--- src/rtl/fetch_dec_queue.sv ---
// Fetch-to-decode instruction queue: small circular buffer of PC/instruction
// pairs with fetch back-pressure, sticky overflow detection and flush.
module fetch_dec_queue #(
  parameter int ADDR  = 32,
  parameter int INST  = 32,
  parameter int DEPTH = 4,
  parameter int PTR   = $clog2(DEPTH)
) (
  input  logic            clk,
  input  logic            reset_,
  input  logic            flush,
  input  logic            f_inst_e_,
  input  logic [ADDR-1:0] f_inst_pc,
  input  logic [INST-1:0] f_inst,
  output logic            f_full,
  output logic            d_inst_e_,
  output logic [ADDR-1:0] d_inst_pc,
  output logic [INST-1:0] d_inst,
  input  logic            d_stall,
  output logic [PTR:0]    count,
  output logic            overflow
);

  localparam int CW = PTR + 1;
  localparam logic [PTR:0] FULL_CNT = CW'(DEPTH);

  logic [PTR-1:0]  wp_q, wp_d;
  logic [PTR-1:0]  rp_q, rp_d;
  logic [PTR:0]    count_q, count_d;
  logic            overflow_q, overflow_d;

  logic [ADDR-1:0] pc_mem   [DEPTH];
  logic [INST-1:0] inst_mem [DEPTH];

  logic push_req;
  logic full;
  logic empty;
  logic push_ok;
  logic pop;

  assign push_req = ~f_inst_e_;
  assign full     = (count_q == FULL_CNT);
  assign empty    = (count_q == '0);
  // Full blocks a push even when a pop frees a slot in the same cycle.
  assign push_ok  = push_req & ~full;
  assign pop      = ~empty & ~d_stall;

  always_comb begin
    wp_d       = wp_q;
    rp_d       = rp_q;
    count_d    = count_q;
    overflow_d = overflow_q;
    if (flush) begin
      wp_d       = '0;
      rp_d       = '0;
      count_d    = '0;
      overflow_d = 1'b0;
    end else begin
      if (push_ok) wp_d = wp_q + PTR'(1);
      if (pop)     rp_d = rp_q + PTR'(1);
      count_d = count_q + CW'(push_ok) - CW'(pop);
      if (push_req && full) overflow_d = 1'b1;
    end
  end

  always_ff @(posedge clk or negedge reset_) begin
    if (!reset_) begin
      wp_q       <= '0;
      rp_q       <= '0;
      count_q    <= '0;
      overflow_q <= 1'b0;
    end else begin
      wp_q       <= wp_d;
      rp_q       <= rp_d;
      count_q    <= count_d;
      overflow_q <= overflow_d;
    end
  end

  // Storage is never reset; outputs are masked while the queue is empty.
  always_ff @(posedge clk) begin
    if (push_ok && !flush) begin
      pc_mem[wp_q]   <= f_inst_pc;
      inst_mem[wp_q] <= f_inst;
    end
  end

  always_comb begin
    d_inst_pc = '0;
    d_inst    = '0;
    if (!empty) begin
      d_inst_pc = pc_mem[rp_q];
      d_inst    = inst_mem[rp_q];
    end
  end

  assign d_inst_e_ = empty;
  assign f_full    = full;
  assign count     = count_q;
  assign overflow  = overflow_q;

endmodule

--- config.mk ---
export PLATFORM = sky130hd
export DESIGN_NAME = fetch_dec_queue
export DESIGN_NICKNAME = d
export VERILOG_FILES = /design/src/rtl/fetch_dec_queue.sv
export SDC_FILE = /design/constraint.sdc
export NUM_CORES = 1
export LEC_CHECK = 0
export ABC_AREA = 0
export BUFFER_PORTS_ARGS = -buffer_cell sky130_fd_sc_hd__buf_2
export CAP_MARGIN = 15
export CORE_MARGIN = 4
export CORE_UTILIZATION = 57
export DETAILED_ROUTE_END_ITERATION = 10
export GPL_ROUTABILITY_DRIVEN = 0
export PLACE_DENSITY = 0.83
export RECOVER_POWER = 25
export SLEW_MARGIN = 20
export SYNTH_ARGS = -nofsm -noshare
export SYNTH_HDL_FRONTEND = slang
export SYNTH_SLANG_ARGS = --single-unit
export TNS_END_PERCENT = 50
--- constraint.sdc ---
create_clock -name clk -period 3.5 [get_ports clk]
set_clock_uncertainty 0.15 [all_clocks]
set_input_delay 0.35 -clock clk [delete_from_list [all_inputs] [get_ports clk]]
set_output_delay 0.35 -clock clk [all_outputs]
set_load 0.01 [all_outputs]
**Word-level counts from Yosys, hierarchy flattened**

Memories as Yosys holds them, arrays and structs flattened.
Cells that the tools add are included.

- Multiplexer cells: 11
- Equality and inequality tests: 1
- Add/sub/neg operators: 4
- Reductions and logical operators: 7
- Bitwise operators: 6

Operators with widths:

| kind | number |
|---|---|
| two-way mux 32 bit | 2 |
| two-way mux 2 bit | 4 |
| nonzero test 2 bit | 3 |
| adder 2 x 1 -> 2 bit (second input constant) | 2 |
| two-way mux 1 bit | 4 |
| NOT 1 bit | 4 |
| adder 3 x 1 -> 3 bit | 1 |
| == test 3 bit (second input constant) | 1 |
| logical NOT 3 bit | 1 |
| two-way mux 3 bit | 1 |
| subtractor 3 x 1 -> 3 bit | 1 |
| AND 1 bit | 2 |
| logical AND 1 bit | 2 |
| logical NOT 1 bit | 1 |

- Memories: 2
- Memory bits (writable): 256
- Input bits: 69
- Output and inout bits: 70
- Word-level logic and storage cells: 35
- Register bits after elaboration: 8

Memory list:

| memory | depth | bits a word | rd ports | clocked after Yosys merged registers in | wr ports | line | RTL |
|---|---|---|---|---|---|---|---|
| inst_mem | 4 | 32 | 1 | 0 | 1 | 33 | `logic [INST-1:0] inst_mem [DEPTH];` |
| pc_mem | 4 | 32 | 1 | 0 | 1 | 32 | `logic [ADDR-1:0] pc_mem [DEPTH];` |

**Longest topological paths before layout**

- Depth after elaboration: 6
- Depth in mapped cells: 10
- Mapped depth without buffers: 9

**Worst setup path before layout**

Ideal clock, no wire load.

- Path kind: flip-flop to flip-flop
- Start point: register count_q[2] (netlist: count[2])
- End point: memory inst_mem[0][0] (enable)
- Path buffers: 0
- Setup slack: 0.489 ns
- Clock period less this slack: 3.011 ns
- Stages on the path, launching flop included: 4
- Arrival time: 2.432 ns
- Path through: dfrtp_1 > nor3b_2 > nor3_1 > and2_1

- Word-level cells in the longest chain between the ends: 6

RTL lines:

| item | line | RTL |
|---|---|---|
| start, declared | 29 | `logic [PTR:0] count_q, count_d;` |
| start signal, assigned | 75 | `count_q <= count_d;` |
| == test 3 bit | 42 | `assign full = (count_q == FULL_CNT);` |
| named net f_full | 15 | `output logic f_full,` |
| NOT 1 bit | 45 | `assign push_ok = push_req & ~full;` |
| AND 1 bit | 45 |  |
| logical AND 1 bit | 82 | `if (push_ok && !flush) begin` |
| two-way mux 1 bit | 82 |  |
| two-way mux 1 bit (not written as such) | 84 | `inst_mem[wp_q] <= f_inst;` |
| end, declared | 33 |  |

The timed path passes the listed nets, and every way through them passes these cells.

**Final worst setup path**

- Start point: register rp_q[0]
- End point: output d_inst[0]

- Word-level cells in the longest chain between the ends: 2

RTL lines:

| item | line | RTL |
|---|---|---|
| start, declared | 28 | `logic [PTR-1:0] rp_q, rp_d;` |
| start signal, assigned | 74 | `rp_q <= rp_d;` |
| memory read (4 x 32 bit) | n/a |  |
| two-way mux 32 bit | 91 | `if (!empty) begin` |
| end, declared | 18 | `output logic [INST-1:0] d_inst,` |

No other way between the ends.

==> metrics.log <==
[metrics] result of the run: finished clean
[metrics] crit path capture type: output pin
[metrics] Nets: 749
[metrics] highest clock rate: 0.324 GHz
[metrics] total routing resource utilization after global routing: 20.9%
[metrics] DRT Wirelength: 20300 µm
[metrics] Rel. slew slack: 57.7%
[metrics] Crit path required time: 3000 ps
[metrics] startpoint type of the worst setup path: register
[metrics] Synth cell types: 25
[metrics] setup repair after global routing missed its margin: false
[metrics] Area Growth Syn to Fin: 23.7%
[metrics] count of TritonRoute iterations in the first routing pass: 5
[metrics] period utilisation layout: 88.1%
[metrics] maximum number of pins on one net before global-route repair: 45
[metrics] clock tree from TritonCTS: done
[metrics] global-route wire length before repair: 32100 µm
[metrics] Syn. warnings: 0
[metrics] number of synthesized register bits: 264
[metrics] total power of the final layout: 0.00846 W
[metrics] H-Tree Depth: 1
[metrics] final setup margin: 416 ps
[metrics] post-detailed-route DRC marker count: 0
[metrics] die width: 141 µm
[metrics] Port Buffer Count: 138
[metrics] VDD IR-drop max: 775 µV
[metrics] setup fix buffers added after clock tree synthesis: 0
[metrics] Power per Cell Area: 673 mW/mm²
[metrics] synthesized net count: 531
[metrics] effective utilization at floorplan: 58.5%
[metrics] number of DRC violations after detailed-routing iteration 0: 334
[metrics] max incr delay on CP: 790 ps
[metrics] total number of clock tree sinks: 264
[metrics] IO Pins: 139
[metrics] netlist area before placement: 0.0102 mm²
[metrics] number of antenna-violating nets in the routed design: 0
[metrics] Die Height: 141 µm
[metrics] number of global-route vias before repair: 5628
[metrics] core box area: 0.0174 mm²
[metrics] number of gates resized after cts: 0
[metrics] TritonCTS Buffers: 25
[metrics] number of antenna violations at the first check in global routing: 0
[metrics] Slowest-stage cell, CP: dfrtp_4
[metrics] post-synthesis sequential area ratio: 77.7%
[metrics] Reg clk slew, reported paths: 60 ps
[metrics] post-layout min period: 3080 ps
[metrics] Finish-stage setup viols: 0
[metrics] final hold vios: 0
[metrics] worst setup timing slack at the placement stage: 890 ps
[metrics] data arrival time of the critical path: 2580 ps
[metrics] accumulated negative setup slack: 0 ps
[metrics] maximum net fanout on the critical path: 28
[metrics] measured slew at the worst slew-check pin: 635 ps
[metrics] Root Buffer: clkbuf_16
[metrics] residual overflow from global routing: 0
[metrics] Vias: 5147
[metrics] highest-count cells in the layout ignoring fill and taps: edfxtp_1 (256), buf_2 (97), nor2b_1 (66), dlygate4sd3_1 (66), mux4_2 (64)
[metrics] Post-Synthesis Cells: 456
[metrics] average cell area after synthesis: 22.3 µm²
[metrics] proportion of layout cells with a drive suffix above 1: 31.7%
[metrics] Yosys top cell by area: edfxtp_1
[metrics] Fill cells: 1050
[metrics] DPL Wire Length: 11600 µm
[metrics] leakage power of the design: 4.27 nW
[metrics] most common cell after layout, fill and taps aside: edfxtp_1
[metrics] clock insertion delay at the later pin of the skew report: 500 ps
[metrics] biggest area contributors in the synthesized netlist: edfxtp_1 (76%), mux4_2 (14%), nor2b_1 (4.1%), dfrtp_1 (2.0%), ha_1 (0.62%)
[metrics] Bufs on Longest Clock Path: 3
[metrics] area of the die: 0.0200 mm²
[metrics] ant diodes: 0
[metrics] class of the tightest hold or removal check: in2reg
[metrics] cell-by-cell listing of the critical path: buf_4 -> mux4_2 -> nor2b_1 -> buf_2
[metrics] fin. max-slew vios: 0
[metrics] max capacitance violation total: 0
[metrics] drt via density: 5.61
[metrics] routed length per placed instance: 22.2 µm
[metrics] Row Count: 48
[metrics] hold slack final: 43.3 ps
[metrics] area share of the largest cell type after synthesis: 75.7%
[metrics] final standard cell utilization of the core: 72.4%
[metrics] worst setup path class: reg2out
[cell usage after synthesis, drive strengths merged]
master / instances
buf: 15
mux2: 1
a21oi: 3
mux4: 64
nor2b: 66
fa: 1
or3: 2
ha: 5
o21ai: 2
inv: 4
xor2: 2
clkbuf: 8
dfrtp: 8
edfxtp: 256
nor3b: 2
nor3: 4
o31ai: 1
or4b: 1
nor2: 6
and2: 5
[what timing repair did]
action                                  4_1_cts  5_1_grt
hold endpoints to repair                    268        0
endpoints found under the setup margin        0        0
hold buffers                                 66        0
[cell families (layout without fill, tap and decap cells)]
group,count (synthesis),count (layout),share of synthesized area [%]
buf+inv,27,264,1.47
mux,65,65,14.3
flops,264,264,77.7
xor+xnor,2,2,0.173
simple gates,86,86,5.26
compound gates,6,6,0.320
fa+ha+maj,6,6,0.813
[area by class of cell]
cell class | count | area [µm²] | share of cell area (%)
Sequential cell | 264 | 7890 | 62.8
Inverter | 4 | 15.0 | 0.119
Multi-Input combinational cell | 165 | 2140 | 17.0
Clock inverter | 11 | 80.1 | 0.637
Clock buffer | 35 | 723 | 5.76
Tap cell | 225 | 282 | 2.24
Timing Repair Buffer | 214 | 1440 | 11.4
[path summary, 6_finish.rpt]
check | start | to | slack [ps] | depth (start not counted)
setup / recovery | rp_q[0] | d_inst[0] | 420 | 4
hold / removal | f_inst_e_ | overflow | 40 | 4
setup reg to reg | count[1] | count[2] | 870 | 9
hold reg to reg | overflow | overflow | 380 | 2
max in group asynchronous | reset_ | rp_q[0] | 2630 | 2
min in group asynchronous | reset_ | count[1] | 180 | 2
[state kept, by name (all words and copies together), names as in the netlist]
| name | flops |
|---|---|
| pc_mem | 128 |
| rp_q | 2 |
| count | 3 |
| overflow | 1 |
| wp_q | 2 |
| inst_mem | 128 |
[per-layer routing]
layer  wire length [µm]  global-route usage [%]
met1               8040                    28.5
met2              10400                    35.4
met3               1670                    4.82
met4                262                    4.24
met5                  0                       0
[worst max-delay path: cells and delay by family, from the launching register on]
kind          cells  cell delay (ps)
mux               1              520
simple gates      1              180
flops             1              790
buf+inv           2              550
[power by group]
group | internal [W] | switching [W] | total [W]
sequential | 0.00367 | 0.000150 | 0.00382
clock | 0.00151 | 0.00109 | 0.00260
combinational | 0.000970 | 0.00106 | 0.00203
total | 0.00615 | 0.00230 | 0.00846
[metrics by stage]
stage,instances,area (µm²)
after detailed placement,806,11200
after CTS,918,12600
final,918,12600
after global placement,806,11200
after global routing,918,12600
after floorplan,456,10200
No activity file was read; power rests on OpenSTA's default activity.
